==> config.mk <==
export PLATFORM = sky130hd
export DESIGN_NAME = cpu_event_tracer
export DESIGN_NICKNAME = d
export VERILOG_FILES = /design/src/rtl/cpu_event_tracer_pkg.sv /design/src/rtl/cpu_event_tracer_fifo.sv /design/src/rtl/cpu_event_tracer.sv
export SDC_FILE = /design/constraint.sdc
export NUM_CORES = 1
export LEC_CHECK = 0
export ABC_AREA = 1
export CORE_AREA = 5 5 375 414
export DETAILED_ROUTE_END_ITERATION = 8
export DIE_AREA = 0 0 380 419
export PLACE_DENSITY = 0.6
export SETUP_SLACK_MARGIN = 0.05
export SKIP_CTS_REPAIR_TIMING = 1
export SYNTH_ARGS = -nofsm -noshare
export SYNTH_HDL_FRONTEND = slang
export SYNTH_SLANG_ARGS = --single-unit
==> constraint.sdc <==
create_clock -name clk -period 5.6 [get_ports clk]
set_input_delay 0.56 -clock clk [delete_from_list [all_inputs] [get_ports clk]]
set_output_delay 0.56 -clock clk [all_outputs]
set_load 0.01 [all_outputs]
==> src/rtl/cpu_event_tracer_pkg.sv <==
// Shared types and sizing for the CPU event tracer.
//   trace_state_t : capture state machine encoding
//   PC_W / CNT_W / POST_W : fixed field widths
//   entry_w()     : width of a packed {ts, pc, mask} FIFO entry
package cpu_event_tracer_pkg;

  typedef enum logic [1:0] {
    IDLE   = 2'd0,
    ARMED  = 2'd1,
    POST   = 2'd2,
    FROZEN = 2'd3
  } trace_state_t;

  localparam int unsigned PC_W   = 32;
  localparam int unsigned CNT_W  = 16;
  localparam int unsigned POST_W = 8;

  // Entry layout, MSB first: {ts[ts_w], pc[PC_W], mask[nch]}
  function automatic int unsigned entry_w(input int unsigned ts_w, input int unsigned nch);
    return ts_w + PC_W + nch;
  endfunction

endpackage

==> src/rtl/cpu_event_tracer_fifo.sv <==
// Synchronous DEPTH x W FIFO with a registered head entry.
//   clk, reset_n : clock, async active-low reset
//   flush        : synchronous empty (head data held)
//   push, wdata  : write request and payload
//   rd_ready     : consumer pops the head when rd_valid
//   rd_valid, rd_data : registered head entry (held when empty)
//   level        : registered occupancy, 0..DEPTH
//   drop_c       : push refused because full with no same-cycle pop
module trace_fifo #(
  parameter int unsigned DEPTH = 16,
  parameter int unsigned W     = 8
) (
  input  logic                       clk,
  input  logic                       reset_n,
  input  logic                       flush,
  input  logic                       push,
  input  logic [W-1:0]               wdata,
  input  logic                       rd_ready,
  output logic                       rd_valid,
  output logic [W-1:0]               rd_data,
  output logic [$clog2(DEPTH):0]     level,
  output logic                       drop_c
);

  localparam int unsigned AW = (DEPTH > 1) ? $clog2(DEPTH) : 1;
  localparam int unsigned LW = $clog2(DEPTH) + 1;

  logic [W-1:0]  mem_q [DEPTH];
  logic [AW-1:0] wr_ptr_q, wr_ptr_d;
  logic [AW-1:0] rd_ptr_q, rd_ptr_d;
  logic [LW-1:0] level_q, level_d;
  logic [LW-1:0] remaining;
  logic          valid_q, valid_d;
  logic [W-1:0]  data_q, data_d;
  logic          pop, full, push_ok;

  // Pointer/level update and next head selection
  always_comb begin
    pop       = (level_q != '0) & rd_ready;
    full      = (level_q == LW'(DEPTH));
    push_ok   = push & (~full | pop);
    drop_c    = push & full & ~pop;
    wr_ptr_d  = wr_ptr_q + AW'(push_ok);
    rd_ptr_d  = rd_ptr_q + AW'(pop);
    level_d   = level_q + LW'(push_ok) - LW'(pop);
    remaining = level_q - LW'(pop);
    data_d    = data_q;
    // Head comes straight from the write port when nothing else is stored
    if (level_d != '0) begin
      data_d = (remaining == '0) ? wdata : mem_q[rd_ptr_d];
    end
    if (flush) begin
      push_ok  = 1'b0;
      drop_c   = 1'b0;
      wr_ptr_d = '0;
      rd_ptr_d = '0;
      level_d  = '0;
      data_d   = data_q;
    end
    valid_d = (level_d != '0);
  end

  // Storage array
  always_ff @(posedge clk) begin
    if (push_ok) begin
      mem_q[wr_ptr_q] <= wdata;
    end
  end

  // Control and head registers
  always_ff @(posedge clk or negedge reset_n) begin
    if (!reset_n) begin
      wr_ptr_q <= '0;
      rd_ptr_q <= '0;
      level_q  <= '0;
      valid_q  <= 1'b0;
      data_q   <= '0;
    end else begin
      wr_ptr_q <= wr_ptr_d;
      rd_ptr_q <= rd_ptr_d;
      level_q  <= level_d;
      valid_q  <= valid_d;
      data_q   <= data_d;
    end
  end

  assign rd_valid = valid_q;
  assign rd_data  = data_q;
  assign level    = level_q;

endmodule

==> src/rtl/cpu_event_tracer.sv <==
// Edge-detecting, timestamped, PC-tagged event tracer with trigger freeze.
//   clk, reset_n          : clock, async active-low reset
//   enable, clear         : capture enable, synchronous flush
//   ch_in, ch_mask        : raw event lines and per-channel enable
//   any_edge              : 0 rising only, 1 both edges
//   pc_in                 : PC tagged into each entry
//   trig_en, trig_ch      : trigger enable and channel
//   rd_ready / rd_valid, rd_ts, rd_pc, rd_mask : head entry handshake
//   fifo_level, dropped_cnt, frozen : status
module cpu_event_tracer
  import cpu_event_tracer_pkg::*;
#(
  parameter int unsigned NUM_CH    = 8,
  parameter int unsigned DEPTH     = 16,
  parameter int unsigned TS_W      = 32,
  parameter int unsigned POST_TRIG = 4
) (
  input  logic                                       clk,
  input  logic                                       reset_n,
  input  logic                                       enable,
  input  logic                                       clear,
  input  logic [NUM_CH-1:0]                          ch_in,
  input  logic [NUM_CH-1:0]                          ch_mask,
  input  logic                                       any_edge,
  input  logic [PC_W-1:0]                            pc_in,
  input  logic                                       trig_en,
  input  logic [((NUM_CH > 1) ? $clog2(NUM_CH) : 1)-1:0] trig_ch,
  input  logic                                       rd_ready,
  output logic                                       rd_valid,
  output logic [TS_W-1:0]                            rd_ts,
  output logic [PC_W-1:0]                            rd_pc,
  output logic [NUM_CH-1:0]                          rd_mask,
  output logic [$clog2(DEPTH):0]                     fifo_level,
  output logic [CNT_W-1:0]                           dropped_cnt,
  output logic                                       frozen
);

  localparam int unsigned ENT_W = entry_w(TS_W, NUM_CH);

  trace_state_t      state_q, state_d;
  logic [NUM_CH-1:0] ch_q, ch_d;
  logic [TS_W-1:0]   ts_q, ts_d;
  logic [POST_W-1:0] post_cnt_q, post_cnt_d;
  logic [CNT_W-1:0]  dropped_q, dropped_d;
  logic              frozen_q, frozen_d;

  logic [NUM_CH-1:0] ev_c;
  logic              trig_hit_c;
  logic              wr_req_c;
  logic              drop_c;
  logic [ENT_W-1:0]  wdata_c;
  logic [ENT_W-1:0]  rd_data;

  // Edge detect, write request and capture state machine
  always_comb begin
    ch_d       = ch_in;
    ts_d       = ts_q + TS_W'(1);
    state_d    = state_q;
    post_cnt_d = post_cnt_q;
    dropped_d  = dropped_q;

    ev_c       = (any_edge ? (ch_in ^ ch_q) : (ch_in & ~ch_q)) & ch_mask;
    trig_hit_c = |(ev_c & (NUM_CH'(1) << trig_ch));
    wr_req_c   = enable & ~clear & ((state_q == ARMED) | (state_q == POST)) & (|ev_c);
    wdata_c    = {ts_q, pc_in, ev_c};

    if (clear) begin
      state_d    = enable ? ARMED : IDLE;
      post_cnt_d = '0;
    end else if (!enable) begin
      state_d = IDLE;
    end else begin
      unique case (state_q)
        IDLE:  state_d = ARMED;
        ARMED: begin
          // Trigger counts whether the entry was stored or dropped
          if (wr_req_c && trig_en && trig_hit_c) begin
            if (POST_TRIG == 0) begin
              state_d = FROZEN;
            end else begin
              state_d    = POST;
              post_cnt_d = POST_W'(POST_TRIG);
            end
          end
        end
        POST: begin
          if (wr_req_c) begin
            post_cnt_d = post_cnt_q - POST_W'(1);
            if (post_cnt_q == POST_W'(1)) begin
              state_d = FROZEN;
            end
          end
        end
        FROZEN: state_d = FROZEN;
        default: state_d = IDLE;
      endcase
    end

    // Saturating drop counter
    if (clear) begin
      dropped_d = '0;
    end else if (drop_c && (dropped_q != '1)) begin
      dropped_d = dropped_q + CNT_W'(1);
    end

    frozen_d = (state_d == FROZEN);
  end

  always_ff @(posedge clk or negedge reset_n) begin
    if (!reset_n) begin
      state_q    <= IDLE;
      ch_q       <= '0;
      ts_q       <= '0;
      post_cnt_q <= '0;
      dropped_q  <= '0;
      frozen_q   <= 1'b0;
    end else begin
      state_q    <= state_d;
      ch_q       <= ch_d;
      ts_q       <= ts_d;
      post_cnt_q <= post_cnt_d;
      dropped_q  <= dropped_d;
      frozen_q   <= frozen_d;
    end
  end

  trace_fifo #(
    .DEPTH (DEPTH),
    .W     (ENT_W)
  ) u_fifo (
    .clk      (clk),
    .reset_n  (reset_n),
    .flush    (clear),
    .push     (wr_req_c),
    .wdata    (wdata_c),
    .rd_ready (rd_ready),
    .rd_valid (rd_valid),
    .rd_data  (rd_data),
    .level    (fifo_level),
    .drop_c   (drop_c)
  );

  assign rd_ts       = rd_data[ENT_W-1 -: TS_W];
  assign rd_pc       = rd_data[NUM_CH +: PC_W];
  assign rd_mask     = rd_data[NUM_CH-1:0];
  assign dropped_cnt = dropped_q;
  assign frozen      = frozen_q;

endmodule

=== Word level (Yosys, flattened, before mapping) ===
Memories as Yosys holds them, arrays and structs flattened.
Cells that the tools add are included.

* Flip-flop bits (word level): 153
* RAM bits: 1,152
* Bits of input ports: 58
* Output and inout port bits: 95
* Word-level logic and storage cells: 85
* Memories kept: 1

{| class="wikitable"
|+ Memories
! name !! depth !! width !! rd ports !! clocked after memory_dff !! write ports !! line !! source
|-
| u_fifo.mem_q || 16 || 72 || 1 || 0 || 1 || cpu_event_tracer_fifo.sv:28 || <nowiki>logic [W-1:0] mem_q [DEPTH];</nowiki>
|}

* $add $sub $neg: 8
* Equality and inequality tests: 9
* Shift-type cells: 1
* Muxes and demuxes: 23
* Bitwise gates (word level): 17
* Reduce and logical (&&, ||, !) cells: 15

{| class="wikitable"
|+ Operators with widths
! kind !! number
|-
| two-way mux 72 bit || 1
|-
| two-way mux 8 bit || 5
|-
| adder 32 x 1 -> 32 bit, second input constant || 1
|-
| two-way mux 16 bit || 2
|-
| bitwise AND 8 bit || 3
|-
| adder 16 x 1 -> 16 bit, second input constant || 1
|-
| inequality test 16 bit, second input constant || 1
|-
| case mux 8 bit (2 select lines) || 1
|-
| OR reduction 8 bit || 2
|-
| nonzero test 5 bit || 3
|-
| two-way mux 2 bit || 5
|-
| subtractor 5 x 1 -> 5 bit || 2
|-
| adder 4 x 1 -> 4 bit || 2
|-
| equality test 8 x 1 -> 1 bit, second input constant || 1
|-
| two-way mux 4 bit || 2
|-
| inverter 8 bit || 1
|-
| case mux 2 bit (4 select lines) || 1
|-
| left shift 1 x 3 -> 8 bit, first input constant || 1
|-
| subtractor 8 x 1 -> 8 bit, second input constant || 1
|-
| XOR 8 bit || 1
|-
| bitwise AND 1 bit || 7
|-
| equality test 2 bit, second input constant || 3
|-
| inequality test 3 x 2 -> 1 bit, second input constant || 2
|-
| adder 5 x 1 -> 5 bit || 1
|-
| other kinds (13) || 23
|}

=== Logic depth before layout (Yosys ltp) ===
Gate-level depths: netlist of run 1.

* Depth in word-level cells: 13
* Mapped depth: 21
* Gate-level depth less buffers: 20

=== Hierarchy ===
Synthesis of run 1 repeated with hierarchy kept, for this count alone.

* Cell total of the unflattened synthesis: 5,590
* Area total of the unflattened synthesis: 56,825.8 um^2

{| class="wikitable"
|+ Modules (own cells, without submodules)
! module !! instances !! cells each !! area each (um^2) !! seq. area each (um^2)
|-
| trace_fifo || 1 || 5,103 || 52,864.5 || 36,745.2
|-
| cpu_event_tracer || 1 || 487 || 3,961.3 || 1,676.6
|}

=== Worst setup path after synthesis of run 1 ===
OpenSTA, ideal clock, no wires.

* Kind: in2reg
* Start point: in ch_in[1]
* End point: mem u_fifo.mem_q[0][0] in the netlist's numbering (enable)
* Library setup time: 0.503 ns
* Arrival: 4.756 ns
* Required time: 5.097 ns
* Slack: 0.341 ns
* Cell stages on the path: 10
* Buffers on the path: 0
* Cells stage by stage: ha_1 > nand2_1 > nand3_1 > nand2_1 > nor2_1 > nand2_1 > nand2_1 > a21oi_1 > nand3_1 > nor2_1

* Cells in the longest elaborated chain, start to end: 9
* Elaborated cells on any way between the ends: 10
* Those cells by class: 4 x mux; 5 x bitwise; 1 x reduce/logical

{| class="wikitable"
|+ RTL lines
! what !! line !! source
|-
| from (decl) || cpu_event_tracer.sv:22 || <nowiki>input logic [NUM_CH-1:0] ch_in,</nowiki>
|-
| bitwise AND 8 bit / XOR 8 bit (equally long branches) || cpu_event_tracer.sv:62 || <nowiki>ev_c = (any_edge ? (ch_in ^ ch_q) : (ch_in & ~ch_q)) & ch_mask;</nowiki>
|-
| two-way mux 8 bit * || cpu_event_tracer.sv:62 ||
|-
| bitwise AND 8 bit * || cpu_event_tracer.sv:62 ||
|-
| OR reduction 8 bit * || cpu_event_tracer.sv:64 || <nowiki>wr_req_c = enable & ~clear & ((state_q == ARMED) | (state_q == POST)) & (|ev_c);</nowiki>
|-
| bitwise AND 1 bit * || cpu_event_tracer.sv:64 ||
|-
| bitwise AND 1 bit * || cpu_event_tracer_fifo.sv:41 || <nowiki>push_ok = push & (~full | pop);</nowiki>
|-
| two-way mux 1 bit * || cpu_event_tracer_fifo.sv:52 || <nowiki>if (flush) begin</nowiki>
|-
| two-way mux 1 bit * || cpu_event_tracer_fifo.sv:65 || <nowiki>if (push_ok) begin</nowiki>
|-
| two-way mux 1 bit (not written as such) * || cpu_event_tracer_fifo.sv:66 || <nowiki>mem_q[wr_ptr_q] <= wdata;</nowiki>
|-
| to (decl) || cpu_event_tracer_fifo.sv:28 ||
|}

Every way passes the cells marked *; elsewhere a longest branch is shown, timed or not.

=== Final worst setup path of run 1 ===
* Start point: in any_edge
* End point: reg u_fifo.data_q[31] (netlist: u_fifo.rd_data[31])

* Cells in the longest elaborated chain, start to end: 9

{| class="wikitable"
|+ RTL lines
! what !! line !! source
|-
| from (decl) || cpu_event_tracer.sv:24 || <nowiki>input logic any_edge,</nowiki>
|-
| two-way mux 8 bit || cpu_event_tracer.sv:62 ||
|-
| bitwise AND 8 bit || cpu_event_tracer.sv:62 ||
|-
| OR reduction 8 bit || cpu_event_tracer.sv:64 ||
|-
| bitwise AND 1 bit || cpu_event_tracer.sv:64 ||
|-
| bitwise AND 1 bit || cpu_event_tracer_fifo.sv:41 ||
|-
| adder 5 x 1 -> 5 bit || cpu_event_tracer_fifo.sv:45 || <nowiki>level_d = level_q + LW'(push_ok) - LW'(pop);</nowiki>
|-
| subtractor 5 x 1 -> 5 bit || cpu_event_tracer_fifo.sv:45 ||
|-
| nonzero test 5 bit || cpu_event_tracer_fifo.sv:49 || <nowiki>if (level_d != '0) begin</nowiki>
|-
| AND reduction 2 bit (no source line) || n/a ||
|-
| to (signal assigned) || cpu_event_tracer_fifo.sv:83 || <nowiki>data_q <= data_d;</nowiki>
|-
| to (decl) || cpu_event_tracer_fifo.sv:34 || <nowiki>logic [W-1:0] data_q, data_d;</nowiki>
|}

No other way between the ends.
A chain may end at the register's enable or synchronous reset.

==> results.md, run 1 <==
* Final hold vios at 0
* CP max stage cell: clkdlybuf4s50_1
* Cell accounting for the most synthesized area: edfxtp_1
* Core area at 151000 µm²
* Synthesized area at 52300 µm²
* DRT Pass-1 Iters at 5
* Min cycle time layout at 4.22 ns
* RSZ-0062 raised after global routing: false
* Maximum VDD drop at 588 µV
* CP Cell Sequence: clkdlybuf4s50_1 -> inv_2 -> nand2_1 -> nand3_1 -> nand2_1 -> nor2_1 -> nand2_1 -> nand2_1 -> a21oi_1 -> ha_1 -> inv_1 -> fa_1 -> o31ai_1 -> xnor2_1 -> o21ai_0 -> nand2_4 -> buf_4 -> o211ai_1 -> nand2_1
* Cell mode on critical path: nand2_1
* Pin count of the biggest net entering global routing at 182
* Arrival @ worst endpoint at 4.92 ns
* Worst-Skew Late Latency at 0.78 ns
* Slew HR at 14.3%
* Max-Cap Viols at 0
* Netlist cell types at 37
* Data required, critical path at 6.30 ns
* Global-route wire length before repair at 211 mm
* Met3 wire length at 9.35 mm
* Placer Congestion at 0.754
* Post-synth EDFFs at 1152
* H-Tree Depth at 4
* # rows at 150
* CTS Root Cell: clkbuf_16
* Die Y at 419 µm
* Initial Utilization at 34.6%
* Post-synth top cells: edfxtp_1, nor2_1, o21ai_0
* GR Util All Layers at 17.3%
* CTS clk-pin slew, worst paths at 0.06 ns
* Width of the die at 380 µm
* WL/cell at 22.5 µm
* Worst setup SP type: input port
* Initial antenna violation count at 3
* Crit path max-delay family: buffers and inverters
* Area post-placement at 56500 µm²
* Period Utilization, post-route at 75.3%
* Crit Path Category: in -> reg
* Crit path largest cell delay at 0.75 ns
* Post-synth top area share at 66.2%
* Worst-Margin Slew at 1.28 ns
* Worst Hold Class: in -> reg
* Power Dens Cells at 491 nW/µm²
* Vias in the first global route at 33071
* Syn avg cell area at 12.8 µm²
* Via/cell ratio at 5.40
* Io pins at 153
* Syn nets at 4158
* Min Hold Slack at 0.262 ns
* Top sig layer: met5
* Count of final setup violators at 0
* DRC Markers at 0
* Ys flop type: edfxtp_1
* Post-synthesis sequential area ratio at 73.5%
* Final Cell Area at 61000 µm²
* Area grow syn2layout at 16.8%
* Yosys reg bits at 1305
* WL met2 at 69.0 mm
* Post-route total power at 30.0 mW
* Grt total ovfl at 0
* WL final at 141 mm
* Worst Path Buf+Inv at 4
* Setup TNS Final at 0 ns
* Layout net count at 4254
* I/O Buffers at 152
* Static power due to leakage at 20.5 nW
* FFs w/ async S/R, synth at 11.7%
* Post-route ant nets at 0
* Max Clock Freq at 0.237 GHz
* Proportion of layout cells with a drive suffix above 1 at 7.35%
* Num Clock Sinks at 1305
* Clock Path Buffers at 3
* Die area at 159000 µm²
* Critical Path Fanout Max at 40
* CTS tree: done
* Yosys warns at 0
* Detailed Route Iter0 Violations at 3289
* DPL Wire Length at 71.6 mm
* Outcome: complete, no violations
* Met1 WL at 59.0 mm
* Fin. max-slew vios at 0
* Clock skew at 0.0375 ns
* Count leader, synth: edfxtp_1
* Synth area leaders: edfxtp_1, dfrtp_1, o21ai_0
* Gate Count Post-Synth at 4068
* Via count at 33781
* Num CTS Buffers at 137
* Setup crit end kind: flop
-- cells in the final DEF (no fill, tap or decap), types with 21 or more instances in the layout --
cell type	n
clkdlybuf4s50_1	151
inv_1	103
clkbuf_16	140
buf_12	51
xor2_1	40
buf_4	26
dfrtp_1	153
nor3_1	21
o21ai_1	24
nand2_1	258
o211ai_1	132
nor2_1	725
o21ai_0	598
clkbuf_1	34
ha_1	29
nand3_1	263
o221ai_1	215
edfxtp_1	1152
-- final timing paths --
check / slack, ns / cells past startpoint / startpoint / end
max in group asynchronous: 4.14 / 3 / reset_n / dropped_cnt[10]
min in group asynchronous: 0.34 / 2 / reset_n / u_fifo.rd_data[30]
min reg2reg: 0.48 / 2 / u_fifo.rd_data[60] / u_fifo.rd_data[60]
max reg2reg: 1.40 / 19 / u_fifo.level[2] / u_fifo.rd_data[31]
min: 0.26 / 1 / ch_in[1] / ch_q[1]
max: 1.38 / 19 / any_edge / u_fifo.rd_data[31]
-- cells by family after synthesis --
group,count (synthesis),share of synthesized area (%)
flops,1305,73.5
fa+ha+maj,32,0.781
buf+inv,385,2.99
simple gates,1319,10.3
compound gates,983,11.6
xor+xnor,44,0.766
-- layer usage --
metal	vias up	global-route usage (%)
met5	-	0
met4	2	4.92
met3	231	3.18
met2	1138	29.4
met1	17098	22.8
li1	15312	-
-- per-stage QoR --
| stage | setup WS, ns | util (%) | cells |
|---|---|---|---|
| 3_3_place_gp | 0.802 | 37.5 | 6000 |
| 5_1_grt | 1.03 | 40.4 | 6251 |
| 2_1_floorplan | 0.341 | - | 4068 |
| 4_1_cts | 1.40 | 40.4 | 6250 |
| 6_report | 1.38 | 40.4 | 6253 |
| 3_5_place_dp | 0.620 | 37.5 | 6000 |
-- sequential cells by signal, indices dropped and copies added (netlist names) --
register / cells
u_fifo.level: 5
u_fifo.wr_ptr_q: 4
u_fifo.mem_q: 1152
u_fifo.rd_ptr_q: 4
ts_q: 32
frozen: 1
state_q: 2
ch_q: 8
u_fifo.rd_valid: 1
u_fifo.rd_data: 72
dropped_cnt: 16
post_cnt_q: 8
-- power breakdown --
| group | internal [mW] | switching [mW] | leakage, nW |
|---|---|---|---|
| Sequential | 10.9 | 0.307 | 12.6 |
| Combinational | 3.10 | 6.61 | 5.72 |
| Clock | 5.18 | 3.84 | 2.18 |
-- layout make-up --
| type | count | area [µm²] |
|---|---|---|
| clock buffers | 186 | 3800 |
| well taps | 1976 | 2470 |
| diodes | 2 | 5.00 |
| repair buffers | 230 | 2750 |
| flip-flops and latches | 1305 | 38400 |
| inverters | 112 | 450 |
| multi-input cells | 2378 | 12500 |
| fillers | 13994 | 89900 |
| clock inverters | 64 | 677 |
Power figures use the tool's default switching activity.
==> inputs of run 2 (changes only) <==
--- a/config.mk
+++ b/config.mk
@@ -9,7 +9,7 @@
 export CORE_AREA = 5 5 375 414
 export DETAILED_ROUTE_END_ITERATION = 8
 export DIE_AREA = 0 0 380 419
-export PLACE_DENSITY = 0.6
+export PLACE_DENSITY = 0.62
 export SETUP_SLACK_MARGIN = 0.05
 export SKIP_CTS_REPAIR_TIMING = 1
 export SYNTH_ARGS = -nofsm -noshare
==> constraint.sdc (replaced) <==
create_clock -name clk -period 3.86 [get_ports clk]
set_input_delay 0.386 -clock clk [delete_from_list [all_inputs] [get_ports clk]]
set_output_delay 0.386 -clock clk [all_outputs]
set_load 0.01 [all_outputs]
==> run 2 against run 1 <==
  * Sequential share of layout area decreased by 0.83 points
  * Clock skew is essentially flat
  * Critical path type is now reg -> reg
  * Power is 50% higher
  * Via count is 1.8% higher
  * Count of clock-buffer cells in the layout rose by 1
  * First-iteration DRC count rose by 9.8%
  * Critical path depth up 1
  * Worst setup slack got worse by 1.1 ns
  * Register-to-register slack got worse by 1.1 ns
  * Combinational power grew 54%
  * Global-route usage rose by 0.56 points
  * Largest cell class unchanged
  * Cell count rose by 0.83%
==> results.md, run 2 (synthesized netlist as in run 1, its figures left out) <==
* Hold path startpoint: ch_in[7] (was ch_in[1])
* Clock Path Buffers at 3 (unchanged)
* Worst R2R Setup Slack at 0.28 ns (was 1.40 ns)
* Grt total ovfl at 0 (unchanged)
* DRT Pass-1 Iters at 6 (was 5)
* Fin. max-slew vios at 0 (unchanged)
* Internal Pwr Total at 28.9 mW (was 19.2 mW)
* CTS tree: done (unchanged)
* Max reg flops at 1152 (unchanged)
* WL met2 at 70.3 mm (was 69.0 mm)
* Util after Layout at 41.0% (was 40.4%)
* Pin count of the biggest net entering global routing at 128 (was 182)
* Final hold vios at 0 (unchanged)
* # rows at 150 (unchanged)
* Num Clock Sinks at 1305 (unchanged)
* Die area at 159000 µm² (unchanged)
* I/O Buffers at 152 (unchanged)
* Min cycle time layout at 3.58 ns
* Placer Congestion at 0.768 (was 0.754)
* Arrival @ worst endpoint at 4.23 ns (was 4.92 ns)
* Detailed Route Iter0 Violations at 3611 (was 3289)
* WL/cell at 23.2 µm (was 22.5 µm)
* Fill cells at 13813 (was 13994)
* Proportion of layout cells with a drive suffix above 1 at 8.89% (was 7.35%)
* Maximum VDD drop at 623 µV (was 588 µV)
* Area post-placement at 57000 µm² (was 56500 µm²)
* Max-Cap Viols at 0 (unchanged)
* Count of final setup violators at 0 (unchanged)
* Width of the die at 380 µm (unchanged)
* Part of the power in registers at 36.3% (was 37.5%)
* Io pins at 153 (unchanged)
* DRC Markers at 0 (unchanged)
* Biggest register: u_fifo.mem_q (unchanged)
* Clock power share at 30.3% (was 30.1%)
* End of the worst register-to-register path: u_fifo.rd_data[63] (was u_fifo.rd_data[31])
* Met3 wire length at 10.0 mm (was 9.35 mm)
* Power Dens Cells at 726 nW/µm² (was 491 nW/µm²)
* Core area at 151000 µm² (unchanged)
* P_sw at 16.0 mW (was 10.8 mW)
* Via/cell ratio at 5.45 (was 5.40)
* Worst setup SP type: flop (was input port)
* Worst-Skew Late Latency at 0.78 ns (about the same)
* Layout net count at 4304 (was 4254)
* Worst R2R Start: u_fifo.level[2] (unchanged)
* Global-route wire length before repair at 217 mm (was 211 mm)
* WHS Path Cells at 1 (unchanged)
* Reg2Reg Depth at 20 (was 19)
* Comb power frac at 33.4% (was 32.4%)
* Top sig layer: met4 (was met5)
* Via count at 34382 (was 33781)
* Area grow syn2layout at 18.4% (was 16.8%)
* H-Tree Depth at 4 (unchanged)
* Vias in the first global route at 33743 (was 33071)
* DPL Wire Length at 75.2 mm (was 71.6 mm)
* Outcome: complete, no violations (unchanged)
* Num CTS Buffers at 138 (was 137)
* Met1 WL at 62.3 mm (was 59.0 mm)
* CTS Root Cell: clkbuf_16 (unchanged)
* Post-route setup slack at 0.279 ns (was 1.38 ns)
* Final Cell Area at 61800 µm² (was 61000 µm²)
* WHS Endpoint: ch_q[7] (was ch_q[1])
* Place WS at -0.345 ns (was 0.620 ns)
* Crit Path Category: reg -> reg (was in -> reg)
* Most frequent cells in the layout: edfxtp_1, nor2_1, o21ai_0 (unchanged)
* Leading cell type in the layout, fill and taps excluded: edfxtp_1 (unchanged)
* Period Utilization, post-route at 92.8%
* Post-route ant nets at 0 (unchanged)
* Worst Hold Class: in -> reg (unchanged)
* Setup crit end kind: flop (unchanged)
* Antenna Diode Count at 0 (was 2)
* Critical Path Fanout Max at 17 (was 40)
* Max Clock Freq at 0.279 GHz
* CTS clk-pin slew, worst paths at 0.06 ns (about the same)
* Die Y at 419 µm (unchanged)
* Clock skew at 0.0376 ns (was 0.0375 ns)
* Slew HR at 47.8% (was 14.3%)
* WL final at 146 mm (was 141 mm)
* Initial Utilization at 34.6% (unchanged)
* Sw frac at 35.7% (was 35.9%)
* RSZ-0062 raised after global routing: false (unchanged)
* Initial antenna violation count at 3 (unchanged)
* Worst-Margin Slew at 0.783 ns (was 1.28 ns)
* Static power due to leakage at 20.9 nW (was 20.5 nW)
* Data required, critical path at 4.51 ns (was 6.30 ns)
* GR Util All Layers at 17.8% (was 17.3%)
-- run 2: cell types whose count changed in the layout (fill, tap and decap cells not counted), moves of 3 or more --
cell       before  now
buf_12         51   62
buf_4          26   60
bufinv_16       8   15
clkinv_1       18    8
clkinv_2       17   24
clkinv_8        8    4
inv_6           6    9
-- run 2: cell type report --
type	count	area, µm²	area share (%)
clock buffer	187	3820	6.18
clock inverter	68	863	1.40
inverter	112	450	0.728
multi-input combinational	2378	12500	20.2
sequential	1305	38400	62.1
tap	1976	2470	4.00
timing repair buffer	279	3330	5.39
-- run 2: how the worst max path moves through the flow --
stage,from,endpoint,slack (ns)
6_report,u_fifo.level[2],u_fifo.rd_data[63],0.28
4_1_cts,u_fifo.level[2],u_fifo.rd_data[16],-0.13
2_1_floorplan,ch_in[1],u_fifo.mem_q[11][0],-0.09
3_5_place_dp,ch_in[3],u_fifo.rd_data[16],-0.34
5_1_grt,u_fifo.level[2],u_fifo.rd_data[47],0.04
3_3_place_gp,ch_in[3],u_fifo.rd_data[38],-0.19
-- run 2: metrics by stage --
step / instances / total power, mW / hold WS [ns] / TNS (ns)
floorplan: 4068 / 25.7 / 0.0904 / -98.49
detailed placement: 6045 / 31.3 / 0.349 / -18.19
finish: 6305 / 44.9 / 0.0800 / 0
global placement: 6045 / 31.1 / 0.348 / -9.38
CTS: 6300 / 45.0 / -0.473 / -2.46
global route: 6305 / 47.4 / 0.0373 / 0
-- run 2: critical path, cell delays in order (launching register included) --
cell	delay [ns]
dfrtp_2	0.44
inv_2	0.11
ha_1	0.17
inv_1	0.05
nor3_2	0.15
nand2_1	0.07
nand2_1	0.06
inv_1	0.09
ha_1	0.30
inv_1	0.06
ha_1	0.16
inv_1	0.06
fa_2	0.40
o31ai_4	0.26
xnor2_1	0.10
o21ai_1	0.24
nand2_4	0.09
buf_4	0.19
clkbuf_16	0.22
o211ai_1	0.13
nand2_1	0.09
-- run 2: metal layers --
metal | vias to the layer above | track usage [%]
met4 | 0 | 5.28
met1 | 17433 | 23.9
met3 | 226 | 3.34
met5 | - | 0
met2 | 1309 | 29.7
li1 | 15414 | -
-- run 2: power groups by stage --
| stage | registers (mW) | logic, mW | clock network, mW |
|---|---|---|---|
| floorplan | 16.6 | 9.17 | 0 |
| global placement | 16.6 | 14.5 | 0 |
| detailed placement | 16.6 | 14.7 | 0 |
| CTS | 16.3 | 14.8 | 13.9 |
| global route | 16.4 | 16.6 | 14.5 |
| finish | 16.3 | 15.0 | 13.6 |
